===== config.mk =====
export PLATFORM = sky130hd
export DESIGN_NAME = riscv_multicycle
export DESIGN_NICKNAME = d
export VERILOG_FILES = /design/src/rtl/riscv_multicycle.sv
export SDC_FILE = /design/constraint.sdc
export NUM_CORES = 2
export LEC_CHECK = 0
export ABC_CLOCK_PERIOD_IN_PS = 6200
export BUFFER_PORTS_ARGS = -buffer_cell sky130_fd_sc_hd__buf_2
export CORE_MARGIN = 3
export CORE_UTILIZATION = 47
export DETAILED_ROUTE_END_ITERATION = 10
export GPL_TIMING_DRIVEN = 0
export PLACE_DENSITY = 0.74
export SLEW_MARGIN = 20
export SYNTH_ARGS = -nofsm -noshare
export SYNTH_HDL_FRONTEND = slang
export SYNTH_SLANG_ARGS = --single-unit

===== constraint.sdc =====
create_clock -name clk -period 6.2 [get_ports clk]
set_input_delay 0.31 -clock clk [delete_from_list [all_inputs] [get_ports clk]]
set_output_delay 0.31 -clock clk [all_outputs]
set_load 0.01 [all_outputs]

===== src/rtl/riscv_multicycle.sv =====
// Three-state (FETCH/EXEC/WB) RV32I-subset core: one instruction per 3 cycles.
// instr accepted only in FETCH; results registered at end of EXEC, committed at end of WB.
module riscv_multicycle #(
  parameter int              XLEN     = 32,
  parameter int              NUM_REGS = 32,
  parameter logic [XLEN-1:0] RESET_PC = '0
) (
  input  logic            clk,
  input  logic            rst_n,
  input  logic            instr_valid,
  input  logic [31:0]     instr,
  output logic            instr_ready,
  output logic [XLEN-1:0] pc,
  output logic [XLEN-1:0] aluresult,
  output logic            branch_taken,
  output logic            retire,
  output logic            illegal
);

  localparam int RW = $clog2(NUM_REGS);

  localparam logic [6:0] OPC_OP     = 7'b0110011;
  localparam logic [6:0] OPC_OP_IMM = 7'b0010011;
  localparam logic [6:0] OPC_BRANCH = 7'b1100011;

  typedef enum logic [1:0] {FETCH, EXEC, WB} state_t;

  state_t            state_q, state_d;
  logic [31:0]       instr_q;
  logic [XLEN-1:0]   regs [NUM_REGS];
  logic [XLEN-1:0]   npc_q;
  logic              ill_q;
  logic              wr_q;
  logic [4:0]        rd_q;

  // Field extraction from the latched instruction
  logic [6:0]      opcode, funct7;
  logic [2:0]      funct3;
  logic [4:0]      rd, rs1, rs2;
  logic [XLEN-1:0] imm_i, imm_b, rs1_val, rs2_val, op_b;

  assign opcode = instr_q[6:0];
  assign rd     = instr_q[11:7];
  assign funct3 = instr_q[14:12];
  assign rs1    = instr_q[19:15];
  assign rs2    = instr_q[24:20];
  assign funct7 = instr_q[31:25];
  assign imm_i  = {{(XLEN-12){instr_q[31]}}, instr_q[31:20]};
  assign imm_b  = {{(XLEN-13){instr_q[31]}}, instr_q[31], instr_q[7],
                   instr_q[30:25], instr_q[11:8], 1'b0};

  assign rs1_val = (rs1 == 5'd0) ? '0 : regs[rs1[RW-1:0]];
  assign rs2_val = (rs2 == 5'd0) ? '0 : regs[rs2[RW-1:0]];
  assign op_b    = (opcode == OPC_OP_IMM) ? imm_i : rs2_val;

  // FSM
  always_comb begin
    state_d = state_q;
    case (state_q)
      FETCH:   if (instr_valid) state_d = EXEC;
      EXEC:    state_d = WB;
      WB:      state_d = FETCH;
      default: state_d = FETCH;
    endcase
  end

  assign instr_ready = (state_q == FETCH);
  assign retire      = (state_q == WB);
  assign illegal     = (state_q == WB) && ill_q;

  // Execute: decode, compute, legality
  logic [XLEN-1:0] alu_d, npc_d, diff;
  logic            bt_d, ill_d, wr_d, use_rs1, use_rs2, use_rd, reg_bad;

  assign diff = rs1_val - rs2_val;

  always_comb begin
    alu_d   = '0;
    bt_d    = 1'b0;
    ill_d   = 1'b0;
    wr_d    = 1'b0;
    use_rs1 = 1'b0;
    use_rs2 = 1'b0;
    use_rd  = 1'b0;
    npc_d   = pc + XLEN'(4);
    case (opcode)
      OPC_OP, OPC_OP_IMM: begin
        use_rs1 = 1'b1;
        use_rs2 = (opcode == OPC_OP);
        use_rd  = 1'b1;
        wr_d    = 1'b1;
        if (opcode == OPC_OP && funct7 == 7'b0100000) begin
          if (funct3 == 3'b000) alu_d = rs1_val - rs2_val;
          else                  ill_d = 1'b1;
        end else if (opcode == OPC_OP && funct7 != 7'b0000000) begin
          ill_d = 1'b1;
        end else begin
          case (funct3)
            3'b000:  alu_d = rs1_val + op_b;
            3'b111:  alu_d = rs1_val & op_b;
            3'b110:  alu_d = rs1_val | op_b;
            3'b100:  alu_d = rs1_val ^ op_b;
            3'b010:  alu_d = {{(XLEN-1){1'b0}}, ($signed(rs1_val) < $signed(op_b))};
            default: ill_d = 1'b1;
          endcase
        end
      end
      OPC_BRANCH: begin
        use_rs1 = 1'b1;
        use_rs2 = 1'b1;
        alu_d   = diff;
        case (funct3)
          3'b000:  bt_d = (diff == '0);
          3'b001:  bt_d = (diff != '0);
          default: ill_d = 1'b1;
        endcase
        if (bt_d) npc_d = pc + imm_b;
      end
      default: ill_d = 1'b1;
    endcase

    // RV32E: register fields beyond the implemented file are illegal
    reg_bad = (use_rs1 && (32'(rs1) >= NUM_REGS)) ||
              (use_rs2 && (32'(rs2) >= NUM_REGS)) ||
              (use_rd  && (32'(rd)  >= NUM_REGS));
    if (reg_bad) ill_d = 1'b1;

    if (ill_d) begin
      alu_d = '0;
      bt_d  = 1'b0;
      wr_d  = 1'b0;
      npc_d = pc + XLEN'(4);
    end
  end

  always_ff @(posedge clk or negedge rst_n) begin
    if (!rst_n) begin
      state_q      <= FETCH;
      instr_q      <= '0;
      pc           <= RESET_PC;
      npc_q        <= RESET_PC;
      aluresult    <= '0;
      branch_taken <= 1'b0;
      ill_q        <= 1'b0;
      wr_q         <= 1'b0;
      rd_q         <= '0;
      for (int i = 0; i < NUM_REGS; i++) regs[i] <= '0;
    end else begin
      state_q <= state_d;
      if (state_q == FETCH && instr_valid) instr_q <= instr;
      if (state_q == EXEC) begin
        aluresult    <= alu_d;
        branch_taken <= bt_d;
        ill_q        <= ill_d;
        wr_q         <= wr_d;
        rd_q         <= rd;
        npc_q        <= npc_d;
      end
      if (state_q == WB) begin
        pc <= npc_q;
        if (wr_q && rd_q != 5'd0) regs[rd_q[RW-1:0]] <= aluresult;
      end
    end
  end

endmodule


==> impl_metrics.toml <==
[outcome]
outcome = "finished with violations"
failed_checks = "negative setup slack"

[flow_run]
maxCapViolations = 0

[drt]
first_pass_iters = 7
vias_per_cell = 6.85
finalWirelength_um = 244000
antenna_left = 0
drc = 0
first_iter_violations = 6489
vias = 50800
wl_per_cell_um = 32.9

[clock_tree]
numCtsBuffers = 120
htree_levels = 3
tritoncts = "built"
cts_sinks = 1162
clk_latency_ps = 800
clockBufferDepth = 3
path_clk_slew_ps = 70
ctsRootBufferMaster = "clkbuf_16"

[critical_path]
cp.required_ps = 6860
critical_path_class = "reg2reg"
end_kind = "flop"
startpoint_type = "flop"
rr_worst_depth = 23
cp.arrival_ps = 7030
worst-path-max-fanout = 10

[logic_synthesis]
seq_area_frac_synth = 0.426
syn-cell-area_um2 = 68300
synthTopCellsByCount = "dfrtp_1, mux2_2, mux4_2, clkbuf_1, nand2_1"
synth_most_common_cell = "dfrtp_1"
synth_top_area_frac = 0.426
synth_largest_area_cell = "dfrtp_1"
synth_ff_type = "dfrtp_1"
synth_edf_count = 0
ys_types = 87
synth_seq_cells = 1162
yosys_warnings = 0
synth_nets = 5247
async_flop_share = 1.00
synthCells = 5051
synth_area_per_cell_um2 = 13.5
synth_area_leaders = "dfrtp_1, mux4_2, mux2_2"

[sta]
hold_ws_ps = 111
fin_crit_sh = 1.03
max_freq_ghz = 0.157
layout_setup_ws_ps = -164
drv_slew = 0
fin_skew_ps = 46.3
finalSetupViolations = 32
rsz0062_at_grt = "true"
max_slew_margin = 0.138
timing.final.crit_period_ps = 6360
finalHoldViolCount = 0
tightest_slew_ps = 1290

[floorplanning]
die-area_um2 = 150000
die_h_um = 387
start_util = 0.475
num_io_pins = 103
die_x_um = 387
core_um2 = 144000
rows = 139

[grt]
antenna_found_initial = 8
overflow = 0
track_usage = 0.320
grt_start_max_net_pins = 144
grt_pass1_vias = 51000
grt_pass1_wl_um = 351000

[layout]
nNetsFinal = 5600
drive_gt1_frac = 0.440
syn2layout_area_growth_pct = 15.8
design_area_um2 = 79000
utilization = 0.550

[place]
portBuffers = 102
dpl.hpwl_um = 170000
gp_congestion = 0.991
placed_area_um2 = 71500
place_ws_ps = -2740

[pwr]
powerDensity_nw_per_um2 = 263
power.leakage_nw = 36.1
peakVddDrop_uv = 251
finalPower_w = 0.0208

[min_path]
hold_class = "in2async"
## state kept, by name, indices dropped and copies added (netlist names)
name,count
ill_q,1
regs,1024
branch_taken,1
aluresult,32
npc_q,32
rd_q,5
state_q,2
instr_q,32
pc,32
wr_q,1
## layout by cell type, fill, tap and decap left out, types with 30 or more instances in the layout
master and n:
dfrtp_1 1160, mux2_2 1080, mux4_2 626, nand2_1 242, clkbuf_1 240, clkbuf_16 149
o21ai_0 141, ha_1 140, inv_1 125, nor2_1 114, buf_2 112, a21oi_1 107
buf_4 99, buf_1 95, nand2b_1 59, clkbuf_8 43, xnor2_1 42, o21a_1 39
nand3_1 38, a21o_1 38, xor2_1 37, nor2b_1 34, dlygate4sd3_1 33, buf_12 30
clkinv_2 30
## worst max-delay path: stages (launching register included)
cell and delay [ps]:
dfrtp_1 360, buf_6 110, clkbuf_16 130, clkbuf_16 140, clkbuf_16 200, clkbuf_8 250, mux4_2 510, mux4_2 520
nand2_1 180, a21oi_2 190, ha_1 460, a21oi_1 270, o22ai_1 180, a211o_4 370, a21o_4 230, a2111oi_4 380
nand4_1 260, nor4b_4 310, buf_6 160, nand4_4 190, buf_4 260, clkbuf_16 150, a211o_1 290, o311ai_1 90
## worst paths after layout
kind	from	end	slack, ps
worst max-delay path	instr_q[15]	npc_q[28]	-160
worst min-delay path	rst_n	regs[996]	110
worst max register to register	instr_q[15]	npc_q[28]	-160
worst min register to register	regs[1015]	regs[1015]	480
max in group asynchronous	rst_n	regs[172]	3500
min in group clk	instr_valid	instr_q[5]	300
## metrics by stage
stage | instances | TNS [ps]
2_1_floorplan | 5051 | 0
6_report | 7415 | -2660
5_1_grt | 7411 | -3410
3_3_place_gp | 7056 | -
4_1_cts | 7357 | 0
3_5_place_dp | 7067 | -115780
## power breakdown
group	switching (W)	total, W	internal [W]
clock	0.00335	0.00772	0.00438
combinational	0.00322	0.00521	0.00198
sequential	0.000184	0.00788	0.00770
## metal layers
layer  GRT usage  vias up  share of wire
met3       0.126      836           0.14
met4       0.170        8          0.062
met5           0        -        0.00043
met1       0.403    26400           0.36
li1            -    20000              -
met2       0.477     3536           0.44
## what timing repair did
action	in CTS	in global routing
endpoints found under the hold margin	130	0
cloned	2	3
setup endpoints to repair	61	39
resized for setup	457	133
pin swaps	32	39
buffers inserted	38	57
hold buffers	33	0
## cell families (layout without fill, tap and decap cells)
logic type               count (synthesis)  in the layout  synth area share
buffers and inverters                  619           1075            0.0348
AND/OR/NAND/NOR                        660            661            0.0480
other                                    0              4                 0
XOR/XNOR                                81             81            0.0104
adder cells (fa/ha/maj)                161            161            0.0298
AO/OA/AOI/OAI                          627            627            0.0611
flip-flops                            1162           1162             0.426
multiplexers                          1741           1741             0.390
## layout make-up
cell class,instances,area (um2)
antenna,4,10.0
buffer,475,3340
clock buffer,173,3520
clock inverter,53,636
fill,11300,64800
inverter,130,488
multi-input combinational,3271,37600
sequential,1162,29100
tap,1903,2380
timing repair buffer,244,2010
Power figures use the tool's default switching activity.
